$ cat src/rtl/alu_issue.sv
// alu_issue: issue and writeback stage wrapped around a single-cycle registered ALU.
//
// Accepts decoded instructions over a valid/ready handshake, reads operands from
// the 32-entry architectural register file (with forwarding from WB), stalls on
// an EX-stage dependency, registers opcode/operands into the ALU and writes the
// ALU result back one cycle later.
//
// Ports:
//   clk, reset                 clock, asynchronous active-high reset
//   in_valid / in_ready        instruction handshake (accept when both high)
//   in_opcode, in_rd, in_rs1,
//   in_rs2, in_use_imm, in_imm decoded instruction fields
//   alu_opcode, alu_value1,
//   alu_value2                 registered ALU inputs
//   alu_result                 registered ALU output
//   wb_valid, wb_rd, wb_data   instruction retiring this cycle
//   retire_count               retired instruction count, wraps modulo 2^32

module alu_issue #(
   parameter int DATA_WIDTH = 64,
   parameter int REG_COUNT  = 32,
   localparam int IDX_W     = $clog2(REG_COUNT)
) (
   input  logic                  clk,
   input  logic                  reset,
   input  logic                  in_valid,
   output logic                  in_ready,
   input  logic [3:0]            in_opcode,
   input  logic [IDX_W-1:0]      in_rd,
   input  logic [IDX_W-1:0]      in_rs1,
   input  logic [IDX_W-1:0]      in_rs2,
   input  logic                  in_use_imm,
   input  logic [DATA_WIDTH-1:0] in_imm,
   output logic [3:0]            alu_opcode,
   output logic [DATA_WIDTH-1:0] alu_value1,
   output logic [DATA_WIDTH-1:0] alu_value2,
   input  logic [DATA_WIDTH-1:0] alu_result,
   output logic                  wb_valid,
   output logic [IDX_W-1:0]      wb_rd,
   output logic [DATA_WIDTH-1:0] wb_data,
   output logic [31:0]           retire_count
);

   logic [DATA_WIDTH-1:0] rf [REG_COUNT];

   logic                  ex_valid;
   logic [IDX_W-1:0]      ex_rd;

   logic [DATA_WIDTH-1:0] operand1;
   logic [DATA_WIDTH-1:0] operand2;
   logic                  ex_hazard;
   logic                  accept;

   assign wb_data = alu_result;

   // Source read: x0 is hard zero, then WB forwarding (covers the same-cycle
   // write/read case), then the register file.
   always_comb begin
      operand1 = '0;
      if (in_rs1 == '0)
         operand1 = '0;
      else if (wb_valid && (wb_rd == in_rs1))
         operand1 = alu_result;
      else
         operand1 = rf[in_rs1];
   end

   always_comb begin
      operand2 = '0;
      if (in_rs2 == '0)
         operand2 = '0;
      else if (wb_valid && (wb_rd == in_rs2))
         operand2 = alu_result;
      else
         operand2 = rf[in_rs2];
   end

   // The instruction in EX has no result yet, so a consumer must wait one
   // cycle and then pick the value up through WB forwarding. rs2 only counts
   // when it is actually read.
   always_comb begin
      ex_hazard = 1'b0;
      if (ex_valid && (ex_rd != '0)) begin
         if (ex_rd == in_rs1)
            ex_hazard = 1'b1;
         if (!in_use_imm && (ex_rd == in_rs2))
            ex_hazard = 1'b1;
      end
   end

   assign in_ready = ~ex_hazard;
   assign accept   = in_valid & in_ready;

   always_ff @(posedge clk or posedge reset) begin
      if (reset) begin
         ex_valid   <= 1'b0;
         ex_rd      <= '0;
         wb_valid   <= 1'b0;
         wb_rd      <= '0;
         alu_opcode <= '0;
         alu_value1 <= '0;
         alu_value2 <= '0;
      end else begin
         ex_valid <= accept;
         if (accept) begin
            ex_rd      <= in_rd;
            alu_opcode <= in_opcode;
            alu_value1 <= operand1;
            alu_value2 <= in_use_imm ? in_imm : operand2;
         end
         wb_valid <= ex_valid;
         wb_rd    <= ex_rd;
      end
   end

   // Writes to x0 are dropped here; wb_valid still reports the retirement.
   always_ff @(posedge clk or posedge reset) begin
      if (reset) begin
         for (int i = 0; i < REG_COUNT; i++)
            rf[i] <= '0;
      end else if (wb_valid && (wb_rd != '0)) begin
         rf[wb_rd] <= alu_result;
      end
   end

   always_ff @(posedge clk or posedge reset) begin
      if (reset)
         retire_count <= '0;
      else if (wb_valid)
         retire_count <= retire_count + 32'd1;
   end

endmodule
$ cat config.mk
export PLATFORM = sky130hd
export DESIGN_NAME = alu_issue
export DESIGN_NICKNAME = d
export VERILOG_FILES = /design/src/rtl/alu_issue.sv
export SDC_FILE = /design/constraint.sdc
export NUM_CORES = 2
export LEC_CHECK = 0
export BUFFER_PORTS_ARGS = -buffer_cell sky130_fd_sc_hd__buf_4
export CAP_MARGIN = 20
export CELL_PAD_IN_SITES_DETAIL_PLACEMENT = 1
export CELL_PAD_IN_SITES_GLOBAL_PLACEMENT = 1
export CORE_MARGIN = 1.5
export CORE_UTILIZATION = 58
export DETAILED_ROUTE_END_ITERATION = 12
export PLACE_DENSITY = 0.85
export SYNTH_ARGS = -nofsm -noshare
export SYNTH_HDL_FRONTEND = slang
export SYNTH_SLANG_ARGS = --single-unit
$ cat constraint.sdc
create_clock -name clk -period 202.1 [get_ports clk]
set_input_delay 30.315 -clock clk [delete_from_list [all_inputs] [get_ports clk]]
set_output_delay 30.315 -clock clk [all_outputs]
set_load 0.02 [all_outputs]
* Word-level counts from Yosys, hierarchy flattened
Index checks and enable logic that the tools add are counted.
** Cells by class
- Add/sub/neg operators :: 1
- Multiply operators :: 0
- Divide/modulo/power cells :: 0
- Order comparisons :: 4
- Equal/unequal tests :: 4
- Shifts and indexed selects :: 0
- Multiplexer cells :: 17
- Bitwise operators :: 5
- Reductions and logical operators :: 11
** Operators by type and width (count)
- 2048-bit bitwise mux :: 1
- 64-bit binary-select mux with 5-bit select :: 2
- 64-bit two-way mux :: 10
- 64-bit demux with 5-bit select :: 1
- 32-bit by 1-bit adder with 32-bit output (second input constant) :: 1
- 5-bit equality test :: 4
- 6-bit >= comparator (second input constant) :: 3
- 5-bit inverter with 6-bit output :: 3
- 5-bit zero test :: 2
- 5-bit nonzero test :: 2
- 1-bit logical AND :: 6
- 6-bit by 1-bit < comparator with 1-bit output (second input constant) :: 1
- 1-bit two-way mux :: 3
- 1-bit AND :: 1
- 1-bit zero test :: 1
- 1-bit inverter :: 1
** Storage, ports and cells
- Register bits :: 2224
- Bits in latches :: 0
- Bits in writable memories :: 0
- Bits in read-only memories :: 0
- Output and inout port bits :: 235
- Memories kept :: 0

* Longest topological paths before layout
- Depth in word-level cells :: 7
- Mapped depth :: 10
- Mapped depth without buffers :: 7

* Worst setup path after synthesis
No wires, ideal clock.
- Path type :: input-to-output
- From :: input in_rs2[0]
- To :: output in_ready
- Arrival :: 31.760 ns
- Path slack :: 140.025 ns
- Stages :: 7
- Buffers on the path :: 3
- Cell sequence :: buf_2 > xnor2_1 > nand4_1 > o32a_1 > buf_2 > clkbuf_1 > or2_2
** On the way
- Longest elaborated chain between the ends :: 5
** Ends and longest elaborated chain
- start, declared :: line 31 : input logic [IDX_W-1:0] in_rs2,
- 5-bit equality test :: line 86 : if (!in_use_imm && (ex_rd == in_rs2))
- 1-bit logical AND :: line 86
- 1-bit two-way mux :: line 86
- 1-bit two-way mux :: line 83 : if (ex_valid && (ex_rd != '0)) begin
- 1-bit inverter :: line 91 : assign in_ready = ~ex_hazard;
- end, declared :: line 27 : output logic in_ready,
Every way passes these cells.

* Worst setup path after layout
- From :: input in_rs2[1]
- To :: output in_ready
Same word-level chain as after synthesis.

==> summary.txt <==
Worst hold path
  • Hold Path Depth: 0
  • Min-Delay Endpoint: rf[2040]
  • Beginning of the worst hold path: rf[2040]
  • HP Class: flip-flop to flip-flop

Floorplan
  • Die ar.: a little over 0.2 mm^2
  • Height of the die: around 450 um
  • Core area: approximately 0.20 mm^2
  • Die X-Extent: between 400 and 500 um
  • Ports: a little under 400
  • Initial core utilization: approximately 60%
  • Row cnt: roughly 160

Finish
  • Share of cells above drive strength 1: a little over half
  • Filler instances: 16.9k
  • Nets: 7548
  • Area Overhead vs Synth: 10.6%
  • Fin cells: ~10k

Synthesis
  • Yosys warning total: 0
  • Top_reg_cell synth: dfrtp_1
  • Post-synthesis mux area share: a little over two fifths
  • Simple-gate share of the synthesized area: 1.85%
  • Largest family of logic cells by synthesized area: multiplexers
  • Synth Area in XOR/XNOR: 0.387%
  • Netlist cell types: 57
  • Synth async-reset ratio: 100%
  • Syn nets: 7693
  • Post-synthesis adder-cell area fraction: less than 1%
  • Synthesized flop and latch total: roughly 2.2k
  • Gate Count Post-Synth: 7541
  • Post-synth EDFFs: 0
  • Mapped cell area: between 0.1 and 0.15 mm^2
  • Compound-cell area share of the yosys netlist: 4.13%
  • Synthesized area per cell: around 15 um^2
  • Sequential-to-total area share from yosys stat: about half

Worst setup path
  • Worst R2R Start: ex_rd[1]
  • WP data arrival: around 32 ns
  • Crit path capture type: output pin
  • Worst Path Required: ~170 ns
  • Worst r2r dst: alu_value2[45]
  • Crit Path Max Fanout: 57
  • Crit path launch type: primary input
  • R2R setup slack: about 200 ns
  • Kind of critical path: primary input to output pin
  • Depth of the most critical reg-to-reg path: 9

STA
  • Setup violations, final: 0
  • Setup TNS: 0 ns
  • Final hold viol count: 0
  • Fin crit period: between 60 and 70 ns
  • Period utilization: 31.0%
  • Max_slew headroom: a little under an eighth
  • Fmax achieved: 15.9 MHz
  • RSZ-0062 raised after global routing: no
  • Final slew viol count: 0
  • Slew @ Worst Pin: between 1 and 1.5 ns
  • Clock skew: about 0.036 ns

Drt
  • Starting DRC count in detailed routing: 11.5k
  • Vias/cell: around 8
  • WL final: between 400000 and 500000 um
  • Pre-Repair DR Iteration Count: 8
  • WL/cell: 43.7 um
  • DRC: 0
  • Via count: around 81k
  • Antenna-violating nets left: 0

CTS
  • Worst-path clk slew: 0.06 ns
  • Root Driver: clkbuf_16
  • CTS Hold Buffers Added: 0
  • Num CTS Buffers: around 230
  • Post-CTS Setup Repair Bufs: 0
  • Post-CTS resize count: 0
  • CTS sink count: roughly 2.2k
  • H-Tree Depth: 4
  • Skew-Pair Late Insertion Delay: roughly 0.90 ns
  • CTS tree: built
  • Clock Path Buffers: 3

Power
  • Clock Power Share: 27.2%
  • Cell Pwr Density: about 13 mW/mm^2
  • Peak VDD IR: between 10 and 15 uV
  • Comb power frac: roughly 28%
  • Leakage power: ~54 nW
  • Sequential share of power: 44.9%
  • PnR Total Power: around 1.7 mW
  • Sw Pwr: between 500 and 600 uW
  • Int Power: about 1.2 mW
  • Net Sw Frac: ~32%

GRT
  • Vias in the first global route: 88.1k
  • Pin count of the biggest net entering global routing: 149
  • First-pass GRT wire length: 650000 um
  • Gr ovfl total: 0
  • Initial antenna violation count: 13
  • Tot GR Track Use: between 40% and 50%

Place
  • Hpwl dp: 229000 um
  • Dpl cells: ~9.8k
  • Port bufs: approximately 390
  • Final estimated routing congestion in global placement: roughly 0.86

Run status
  • Status: finished, final reports clean

Run
  • Max Cap Violations: 0
==> how the worst max path moves through the flow <==
stage / startpoint / slack [ns] / end
3_5_place_dp: in_rs2[1] / 139.37 / in_ready
3_3_place_gp: in_rs2[1] / 139.47 / in_ready
4_1_cts: in_rs2[1] / 139.41 / in_ready
2_1_floorplan: reset / 108.95 / alu_opcode[0]
6_report: in_rs2[1] / 139.39 / in_ready
5_1_grt: in_rs2[1] / 139.32 / in_ready
==> logic make-up (layout without fill, tap and decap cells) <==
group	Yosys count	in the layout
multiplexers	3169	3169
buffers and inverters	934	985
adder cells (fa/ha/maj)	1	1
AO/OA/AOI/OAI	644	644
AND/OR/NAND/NOR	518	518
other	0	8
flip-flops	2224	2224
XOR/XNOR	51	51
==> sequential cells by signal, summed over array words and instances (netlist names) <==
name,count
alu_opcode,4
alu_value1,64
alu_value2,64
ex_rd,5
ex_valid,1
retire_count,32
rf,2048
wb_rd,5
wb_valid,1
==> Yosys cell counts, types with 6 or more instances <==
cell type	number	area, um^2
nand2_1	342	1280
nand3_1	13	65.1
nor2_1	96	360
and3_1	10	62.6
buf_6	7	78.8
a22oi_1	245	1840
buf_2	187	936
a211oi_1	6	45.0
o31ai_1	61	458
o22ai_1	64	400
xnor2_1	35	307
a221o_1	64	641
o211ai_1	62	465
o21ai_0	63	315
dfrtp_1	2224	55700
mux2i_1	28	280
mux2_2	2002	22500
nand4_1	13	81.3
buf_1	64	240
xor2_1	16	140
mux4_2	1139	25700
a21boi_1	58	435
nor2b_1	10	62.6
buf_4	71	533
clkbuf_1	602	2260
==> power by group through the flow <==
stage          registers (mW)  logic (mW)  clock network, mW
3_5_place_dp            0.741       0.450                  0
6_report                0.765       0.476              0.465
4_1_cts                 0.751       0.470              0.464
2_1_floorplan           0.702       0.345                  0
3_3_place_gp            0.713       0.424                  0
5_1_grt                 0.774       0.495              0.480
==> metrics by stage <==
stage | setup WS [ns] | hold slack, ns | util (%) | area (um^2)
after CTS | 139.41 | 0.397 | 64.6 | 128000
final | 139.39 | 0.393 | 64.6 | 128000
after global routing | 139.32 | 0.408 | 64.6 | 128000
after floorplan | 108.95 | 0.351 | - | 116000
after global placement | 139.47 | 0.376 | 60.4 | 119000
after detailed placement | 139.37 | 0.383 | 60.5 | 120000
==> worst max-delay path, stage by stage <==
cell	delay [ns]
buf_8	0.54
xnor2_1	0.21
nand4_1	0.18
o32a_2	0.43
buf_4	0.23
or2_2	0.30
buf_4	0.16
==> layer usage <==
layer | track usage (%) | wire length, um
met1 | 55.2 | 149000
met2 | 66.4 | 205000
met3 | 12.5 | 53000
met4 | 34.7 | 40400
met5 | 0 | 81
==> cell type report <==
class	instances	area [um^2]	area share, %
inverters	3	26.3	0.0206
diodes	8	20.0	0.0157
well taps	2640	3300	2.59
repair buffers	555	4500	3.52
multi-input cells	4383	56200	44.0
clock inverters	95	1300	1.02
clock buffers	332	6760	5.29
flip-flops and latches	2224	55700	43.6
==> layout by cell type (no fill, tap or decap), drive strengths merged, types with 29 or more instances in the layout <==
master  instances
a21boi         58
a221o          64
a22oi         245
buf           555
bufinv         29
clkbuf        332
clkinv         58
dfrtp        2224
mux2         2002
mux4         1139
nand2         342
nor2           97
o211ai         63
o21ai          66
o22ai          64
o31ai          61
xnor2          35
Power figures use the tool's default switching activity.
